[src/rtl/cog_pwm_meas.sv]
// cog_pwm_meas: per-cog pulse/period measurement unit.
// Samples one selectable pin, and measures the period (rise to rise) and the
// high time (rise to fall) in clk_cog cycles. Results are held in capture
// registers and handed to the cog through a valid/ack handshake.
module cog_pwm_meas #(
  parameter int CNT_W = 32,
  parameter int SYNC  = 2
) (
  input  logic             clk_cog,
  input  logic             res,
  input  logic             setcfg,
  input  logic [31:0]      data,
  input  logic [31:0]      pin_in,
  input  logic             rdack,
  output logic [CNT_W-1:0] period,
  output logic [CNT_W-1:0] high,
  output logic             valid,
  output logic             lost,
  output logic             ovf,
  output logic             busy
);

  typedef enum logic [1:0] {
    IDLE = 2'd0,
    ARM  = 2'd1,
    HIGH = 2'd2,
    LOW  = 2'd3
  } state_t;

  localparam logic [CNT_W-1:0] CNT_ONE = CNT_W'(1);

  state_t           state_q, state_d;
  logic [4:0]       cfg_pin;
  logic             cfg_inv;
  logic [SYNC-1:0]  sync_q;
  logic             s, s_d, rise, fall;
  logic [CNT_W-1:0] cnt_q, cnt_d;
  logic [CNT_W-1:0] hcap_q, hcap_d;
  logic [CNT_W-1:0] period_d, high_d;
  logic             valid_d, lost_d, ovf_d;
  logic             unused_data_bits;

  // Bits [31:7] of the config word carry no meaning here.
  assign unused_data_bits = ^data[31:7];

  // Configuration register: pin select and polarity, loaded by setcfg.
  always_ff @(posedge clk_cog or posedge res) begin
    if (res) begin
      cfg_pin <= '0;
      cfg_inv <= 1'b0;
    end else if (setcfg) begin
      cfg_pin <= data[4:0];
      cfg_inv <= data[5];
    end
  end

  // Synchronizer chain for the selected pin, followed by the edge register.
  // The chain is deliberately not flushed on setcfg.
  always_ff @(posedge clk_cog or posedge res) begin
    if (res) begin
      sync_q <= '0;
      s_d    <= 1'b0;
    end else begin
      sync_q <= {sync_q[SYNC-2:0], pin_in[cfg_pin]};
      s_d    <= s;
    end
  end

  assign s    = sync_q[SYNC-1] ^ cfg_inv;
  assign rise = s & ~s_d;
  assign fall = ~s & s_d;
  assign busy = (state_q == HIGH) || (state_q == LOW);

  // Measurement FSM and capture/handshake next-state logic; setcfg overrides all.
  always_comb begin
    state_d  = state_q;
    cnt_d    = cnt_q;
    hcap_d   = hcap_q;
    period_d = period;
    high_d   = high;
    valid_d  = valid;
    lost_d   = lost;
    ovf_d    = ovf;

    if (rdack) valid_d = 1'b0;

    unique case (state_q)
      IDLE: ;
      ARM: begin
        if (rise) begin
          cnt_d   = CNT_ONE;
          state_d = HIGH;
        end
      end
      HIGH: begin
        if (cnt_q == '1) begin
          ovf_d   = 1'b1;
          cnt_d   = '0;
          state_d = ARM;
        end else if (fall) begin
          hcap_d  = cnt_q;
          cnt_d   = cnt_q + CNT_ONE;
          state_d = LOW;
        end else begin
          cnt_d = cnt_q + CNT_ONE;
        end
      end
      LOW: begin
        if (cnt_q == '1) begin
          ovf_d   = 1'b1;
          cnt_d   = '0;
          state_d = ARM;
        end else if (rise) begin
          period_d = cnt_q;
          high_d   = hcap_q;
          if (valid && !rdack) lost_d = 1'b1;
          valid_d  = 1'b1;
          cnt_d    = CNT_ONE;
          state_d  = HIGH;
        end else begin
          cnt_d = cnt_q + CNT_ONE;
        end
      end
      default: state_d = IDLE;
    endcase

    if (setcfg) begin
      cnt_d   = '0;
      hcap_d  = '0;
      valid_d = 1'b0;
      lost_d  = 1'b0;
      ovf_d   = 1'b0;
      state_d = data[6] ? ARM : IDLE;
    end
  end

  // State, counter and capture registers.
  always_ff @(posedge clk_cog or posedge res) begin
    if (res) begin
      state_q <= IDLE;
      cnt_q   <= '0;
      hcap_q  <= '0;
      period  <= '0;
      high    <= '0;
      valid   <= 1'b0;
      lost    <= 1'b0;
      ovf     <= 1'b0;
    end else begin
      state_q <= state_d;
      cnt_q   <= cnt_d;
      hcap_q  <= hcap_d;
      period  <= period_d;
      high    <= high_d;
      valid   <= valid_d;
      lost    <= lost_d;
      ovf     <= ovf_d;
    end
  end

endmodule

[config.mk]
export PLATFORM = sky130hd
export DESIGN_NAME = cog_pwm_meas
export DESIGN_NICKNAME = d
export VERILOG_FILES = /design/src/rtl/cog_pwm_meas.sv
export SDC_FILE = /design/constraint.sdc
export NUM_CORES = 1
export LEC_CHECK = 0
export ABC_AREA = 0
export CAP_MARGIN = 20
export CORE_MARGIN = 4
export CORE_UTILIZATION = 45
export DETAILED_ROUTE_END_ITERATION = 12
export PLACE_DENSITY = 0.76
export SLEW_MARGIN = 30
export SYNTH_ARGS = -nofsm -noshare
export SYNTH_HDL_FRONTEND = slang
export SYNTH_SLANG_ARGS = --single-unit
[constraint.sdc]
create_clock -name clk_cog -period 5.55 [get_ports clk_cog]
set_clock_uncertainty 0.2 [all_clocks]
set_input_delay 1.3875 -clock clk_cog [delete_from_list [all_inputs] [get_ports clk_cog]]
set_output_delay 1.3875 -clock clk_cog [all_outputs]
set_load 0.02 [all_outputs]
==> impl_metrics.tcl <==
set metrics [dict create \
    setup_tns_ns 0 \
    fin_cells 755 \
    worstMarginPinSlew_ns 0.912 \
    path_cells "clkdlybuf4s50_1 > inv_1 > o211a_1 > nor4b_1 > a31o_2 > a21oi_1" \
    cts_setup_buffers 0 \
    nets 636 \
    rsz0062_at_grt "false" \
    cts-resized-gates 0 \
    path_clk_slew_ns 0.06 \
    fmax_mhz 247 \
    wire_per_inst_um 17.7 \
    hpwl_mm 9.18 \
    holdPathEnd "sync_q[1]$_DFF_PP0_" \
    grt.total_usage_pct 18.5 \
    ys_top_cells_by_area "dfrtp_1 59%, mux2_2 13%, a22o_1 4.6%" \
    finalSetupViolCount 0 \
    overflow 0 \
    port_buffers 110 \
    maxCapViolations 0 \
    min_path_type "reg2reg" \
    ys_seq_area_share_pct 58.8 \
    critPathSlowestCell "nor4b_1" \
    cts_tree "built" \
    holdCritStartpoint "sync_q[0]$_DFF_PP0_" \
    hold_ws_ns 0.151 \
    cts_inserted_buffers 17 \
    num_rows 42 \
    dieArea_um2 15400 \
    arrival_ns 4.13 \
    drt_first_pass_iters 5 \
    wirelength_mm 13.4 \
    crit_path_end_kind "register" \
    drt_iter0_markers 318 \
    ant_nets 0 \
    route.detailed.drc 0 \
    p_leak_nw 3.50 \
    reg2regPathDepth 6 \
    yosysWarnings 0 \
    yosys_register_bits 142 \
    utilization_pct 60.1 \
    synth_cell_types 44 \
    reg2reg_slack_ns 1.99 \
    status "finished, final reports clean" \
    hold_buffers 0 \
    syn-instance-count 462 \
    insertion_delay_ns 0.42 \
    yosysTopAreaCell "dfrtp_1" \
    grt_pass1_vias 4340 \
    synth_top_area_share_pct 58.8 \
    vdd_drop_max_mv 0.161 \
    powerDensity_nw_per_um2 316 \
    cp.required_ns 5.64 \
    coreArea_um2 13200 \
    syn-num-nets 531 \
    final_layout_size_suffix_gt1_share_pct 22.3 \
    via_per_inst 5.53 \
    path_class "in2reg" \
    period_needed_ns 4.04 \
    cpPeakStageDelay_ns 0.90 \
    die_y_um 124 \
    maxSlewViolCount 0 \
    synthFlopType "dfrtp_1" \
    antenna_found_initial 0 \
    r2r_start "cnt_q[19]$_DFFE_PP0P_" \
    grt_max_degree 80 \
    max-slew-margin-rel_pct 38.3 \
    seqCellArea_um2 3550 \
    start_util_pct 45.8 \
    clock-sinks 142 \
    path_max_fanout 21 \
    avgSynthCellArea_um2 13.1 \
    place.gp.congestion 0.770 \
    holdPathStages 0 \
    fin_crit_sh_pct 72.8 \
    synthArstFlopShare_pct 100 \
    netlist_area_um2 6050 \
    grt_first_pass_wirelength_mm 21.9 \
    dieWidth_um 124 \
    critPathLaunchType "input pin" \
    synth-edff-count 0 \
    place_inst 724 \
    multiInputGateArea_um2 2330 \
    hold_viol 0 \
    fillCellCount 1055 \
    clk_path_buf_depth 2 \
    rr_endpoint "high[14]$_DFFE_PP0P_" \
    diodes 0 \
    vias 4175 \
    root_buffer "clkbuf_16" \
    num_io_pins 136 \
    htree_num_levels 4 \
    syn_to_final_growth_pct 31.1 \
]
cells in the final DEF (no fill, tap or decap), types with 4 or more instances in the layout:
cell	n
a21oi_1	7
a22o_1	32
and3_1	5
buf_4	7
bufinv_16	4
clkbuf_16	17
clkdlybuf4s50_1	110
clkinv_2	4
dfrtp_1	142
inv_1	7
mux2_2	71
mux4_2	10
nand2_1	17
nand3_1	11
nand4_1	13
nor2_1	33
nor3_1	8
nor4_1	9
xnor2_1	20
xor2_1	5
stage by stage:
stage / power, W / setup WS, ns / instance area [µm²]
final: 0.00251 / 1.51 / 7930
after global routing: 0.00259 / 1.29 / 7930
after CTS: 0.00253 / 1.50 / 7930
after detailed placement: 0.00132 / 1.10 / 7290
after global placement: 0.00131 / 1.17 / 7290
after floorplan: 0.00124 / 0.153 / 6050
area by class of cell:
cell class                      instances  area share (%)
Multi-Input combinational cell        281            29.4
Sequential cell                       142            44.8
Timing Repair Buffer                  117            14.6
Clock buffer                           20            5.89
Tap cell                              176            2.78
Inverter                                8           0.442
Clock inverter                         11            2.07
cells by family (layout without fill, tap and decap cells):
logic type | after synthesis | in the layout | share of synthesized area [%]
AOI/OAI and AO/OA | 58 | 58 | 7.49
adders and majority gates | 1 | 1 | 0.207
xor gates and xnor gates | 25 | 25 | 3.62
DFF | 142 | 142 | 58.8
muxes | 81 | 81 | 16.9
buffers and inverters | 39 | 156 | 2.83
and+or+nand+nor | 116 | 116 | 10.1
report_power, final:
part           internal, W  switching, W
registers          0.00106     0.0000312
clock network     0.000782      0.000424
logic            0.0000974      0.000114
total              0.00194      0.000570
worst max-delay path by stage:
stage | endpoint | start | cells past startpoint | slack (ns)
finish | cnt_q[25]$_DFFE_PP0P_ | setcfg | 6 | 1.51
global route | cnt_q[25]$_DFFE_PP0P_ | setcfg | 6 | 1.29
CTS | cnt_q[25]$_DFFE_PP0P_ | setcfg | 6 | 1.50
detailed placement | cnt_q[25]$_DFFE_PP0P_ | setcfg | 6 | 1.10
global placement | cnt_q[23]$_DFFE_PP0P_ | setcfg | 6 | 1.17
floorplan | cfg_inv$_DFFE_PP0P_ | res | 1 | 0.15
metal layers:
metal,vias to the layer above,track usage [%],routed length [µm]
li1,1900,-,-
met1,2093,23.9,5670
met2,155,29.4,6440
met3,27,5.68,966
met4,0,6.91,288
met5,-,0,0
worst max-delay path: cells and delay by family:
family	cells	cell delay [ns]
AO/OA/AOI/OAI	3	0.77
buffers and inverters	2	1.07
AND/OR/NAND/NOR	1	0.90
registers in the layout (all words and copies together) (netlist names), 2 cells and up:
signal	flops
cfg_pin	5
cnt_q	32
hcap_q	32
high	32
period	32
state_q	2
sync_q	2
Yosys cell counts (7+ instances only):
master,instances
a21oi_1,7
a22o_1,32
buf_2,7
clkbuf_1,16
dfrtp_1,142
inv_1,8
mux2_2,71
mux4_2,10
nand2_1,17
nand3_1,12
nand4_1,13
nor2_1,33
nor3_1,9
nor4_1,9
xnor2_1,20
(Power assumes the default switching activity.)
==> RTL change 1: new RTL, config.mk and constraints unchanged <==
Re-encode `state_t` (4 states) as one-hot, 4 bits wide.
--- a/src/rtl/cog_pwm_meas.sv
+++ b/src/rtl/cog_pwm_meas.sv
@@ -21,9 +21,9 @@
 );
 
-  typedef enum logic [1:0] {
-    IDLE = 2'd0,
-    ARM  = 2'd1,
-    HIGH = 2'd2,
-    LOW  = 2'd3
+  typedef enum logic [3:0] {
+    IDLE = 4'b0001,
+    ARM  = 4'b0010,
+    HIGH = 4'b0100,
+    LOW  = 4'b1000
   } state_t;
 
Check against the original RTL: same outputs for any inputs over 4 cycles, from zero or initial values; so few cycles prove little.
==> RTL change 1 against the original RTL <==
Sequential cell count grew 2; cell count is 3.2% higher; routed wire length is 5.1% higher; total power down 7.8%; count of clock-buffer cells in the layout fell by 2; synthesized area up 4.6%; setup slack improved by 6.1 ps; sequential power hardly changed; utilization shrank 1.4 points; register-to-register slack lost 240 ps; design area up 2.4%; synthesized cell count is 5.0% higher; critical endpoint is now cnt_q[19]; largest cell class unchanged.
==> RTL change 1: results (changes against the original RTL) <==
[logic_synthesis]
synthTopCellsByArea=dfrtp_1 (57%), mux2_1 (9.6%), a22o_1 (4.4%)
ys_seq_area_frac=0.570  ; -0.0179
synth.distinct_cells=53  ; +20%
syn_avg_cell_area_um2=13.0  ; -0.33%
synth_commonest_cells=dfrtp_1 (143), mux2_1 (54), a22o_1 (32), nor2_1 (26), a31oi_1 (18)

[worst_setup_path]
rr_startpoint=cnt_q[0]
cp_slowest_cell=clkdlybuf4s50_1
rrSetupSlack_ps=1750  ; -240 ps
r2r_cells=7  ; +1
endpoint=cnt_q[19]
max_stage_delay_ps=930  ; +30 ps
critPathArrivalTime_ps=4100  ; -30 ps

[placed_design]
place_ws_ps=1150  ; +49.7 ps
place_area_um2=7530  ; +3.3%
globalplace.congestion=0.859  ; +12%
dp_hpwl_mm=9.48  ; +3.3%

[timing]
holdWs_ps=155  ; +3.89 ps
setup_ws_ps=1510  ; +6.14 ps

[global_route]
grt_start_max_net_pins=89  ; +11%
track_usage=0.184  ; -0.000610
grt_pass1_vias=4647  ; +7.1%

[cells_and_area]
fillers=1090  ; +3.3%
fin_nets=656  ; +3.1%
drive_gt1_frac=0.129  ; -0.0943

[route]
wire_per_inst_um=18.0  ; +1.9%
wl_met1_mm=6.19  ; +9.2%
drt-initial-drc-count=298  ; -6.3%
wl_met2_mm=6.64  ; +3.0%
wl_met3_um=964  ; -0.21%
drt-pass1-iter-count=4  ; -1

[run_status]
outcome=complete, no violations

[power]
switchingPower_uw=546  ; -4.2%
vdd_drop_max_v=0.000143  ; -11%

RTL change 1: layout make-up:
type / count / share of cell area
sequential: 144 / 0.444
clock buffer: 18 / 0.0541
multi-input combinational: 300 / 0.313
tap: 180 / 0.0278
clock inverter: 13 / 0.0140
timing repair buffer: 116 / 0.143
inverter: 8 / 0.00432
RTL change 1: cell families (layout without fill, tap and decap cells):
kind of cell	Yosys count	in the layout	share of synthesized area
flops	144	144	0.570
mux	84	84	0.167
fa+ha+maj	1	1	0.00198
xor+xnor	9	9	0.0125
compound gates	99	99	0.117
simple gates	107	107	0.0981
buf+inv	41	155	0.0338
RTL change 1: routing by layer:
layer,track usage,up-vias
met2,0.285,159
met4,0.0757,0
li1,-,2041
met5,0,-
met1,0.242,2268
met3,0.0577,18
RTL change 1: power groups by stage:
stage               Clock, mW  Combinational, mW  Sequential, mW
global route             1.13              0.176            1.09
floorplan                   0              0.106            1.10
CTS                      1.08              0.162            1.09
detailed placement          0              0.161            1.11
finish                   1.06              0.160            1.09
global placement            0              0.153            1.11
==> RTL change 2: new RTL, same flow settings <==
Made on the original files. `CNT_W`: 32 -> 28.
--- a/src/rtl/cog_pwm_meas.sv
+++ b/src/rtl/cog_pwm_meas.sv
@@ -4,5 +4,5 @@
 // registers and handed to the cog through a valid/ack handshake.
 module cog_pwm_meas #(
-  parameter int CNT_W = 32,
+  parameter int CNT_W = 28,
   parameter int SYNC  = 2
 ) (
Ports: changed (resized high and period); port bits go from 136 to 128. No check against the original RTL was run, so the function may have changed too.
==> RTL change 2 against the original RTL <==
Design area shrank 4.8%; register-to-register slack better by 400 ps; synthesized area decreased by 5.3%; setup slack gained 510 ps; largest power group unchanged; routed wire length shrank 9.8%; total power is 1.0% lower; non-clock buffer count decreased by 8; first-iteration DRC count is 8.2% lower; critical endpoint is now cnt_q[3]; sequential cell count is 16 lower.
==> RTL change 2: results (changes against the original RTL) <==
[placed_design]
globalplace.congestion=0.831  ; +8.0%
place_ws_ps=1600  ; +500 ps
place_area_um2=6860  ; -5.9%

[logic_synthesis]
synth_commonest_cells=dfrtp_1 (126), nor2_1 (58), mux2_4 (39), mux2i_1 (29), xor2_1 (25)
synth.distinct_cells=47  ; +6.8%
synthAdderAreaFrac=0.00219  ; +0.000116
syn-instance-count=432  ; -6.5%
synth_xor_area_frac=0.0413  ; +0.00509
synth_nets=501  ; -5.6%
synth_compound_area_frac=0.0247  ; -0.0502
synthTopCellsByArea=dfrtp_1 (55%), mux2_4 (10%), mux2i_1 (5.1%)

[worst_setup_path]
rrSetupSlack_ps=2390  ; +400 ps
r2r-end=period[10]
rr_startpoint=cnt_q[0]

[cells_and_area]
final_cells=716  ; -5.2%
fillers=968  ; -8.2%
drive_gt1_frac=0.208  ; -0.0148

[timing]
holdWs_ps=158  ; +7.65 ps
tightest_slew_ps=914  ; +1.90 ps

[route]
drt-pass1-iter-count=4  ; -1
wire_per_inst_um=16.8  ; -4.8%
vias=3805  ; -8.9%

[run_status]
outcome=complete, no violations

[power]
p_leak_nw=3.32  ; -5.4%

[global_route]
grt_pass1_wl_mm=20.2  ; -7.8%

RTL change 2: cell count changes after synthesis, moves of 7 or more:
| cell | unedited run | this run |
|---|---|---|
| nand4_1 | 13 | 20 |
| nor4_1 | 9 | 1 |
| dfrtp_1 | 142 | 126 |
| nand2_1 | 17 | 8 |
| a22o_1 | 32 | 0 |
| nor3_1 | 9 | 2 |
| mux2_2 | 71 | 22 |
| mux2_4 | 0 | 39 |
| nor2_1 | 33 | 58 |
| xor2_1 | 5 | 25 |
| mux2i_1 | 0 | 29 |
| xnor2_1 | 20 | 2 |
| buf_6 | 0 | 7 |
RTL change 2: routing by layer:
metal	up-vias	global-route usage	part of all wire	wire length, um
met4	0	0.0680	0.014	171
met5	-	0	0	0
met1	1905	0.214	0.41	4990
met3	26	0.0627	0.074	890
li1	1739	-	-	-
met2	135	0.286	0.50	6010
RTL change 2: cell families after synthesis:
logic type,after synthesis
AO/OA/AOI/OAI,20
flip-flops,126
AND/OR/NAND/NOR,129
multiplexers,99
XOR/XNOR,27
adder cells (fa/ha/maj),1
buffers and inverters,30
RTL change 2: power by group:
group          switching [mW]  internal [mW]
Sequential             0.0337          0.949
Clock                   0.390          0.875
Combinational           0.119          0.116
Total                   0.543           1.94
RTL change 2: critical path: stages:
cell and delay (ps):
clkdlybuf4s50_1 450, buf_4 410, inv_1 230, o21ai_0 310, a21o_1 650, nor2_1 140
RTL change 2: cell type report:
cell class                      count  area (um^2)  share of cell area
Clock inverter                     11          210              0.0279
Inverter                            5         23.8             0.00315
Multi-Input combinational cell    276         2400               0.319
Timing Repair Buffer              109         1070               0.142
Clock buffer                       21          470              0.0623
Tap cell                          168          210              0.0279
Sequential cell                   126         3150               0.418
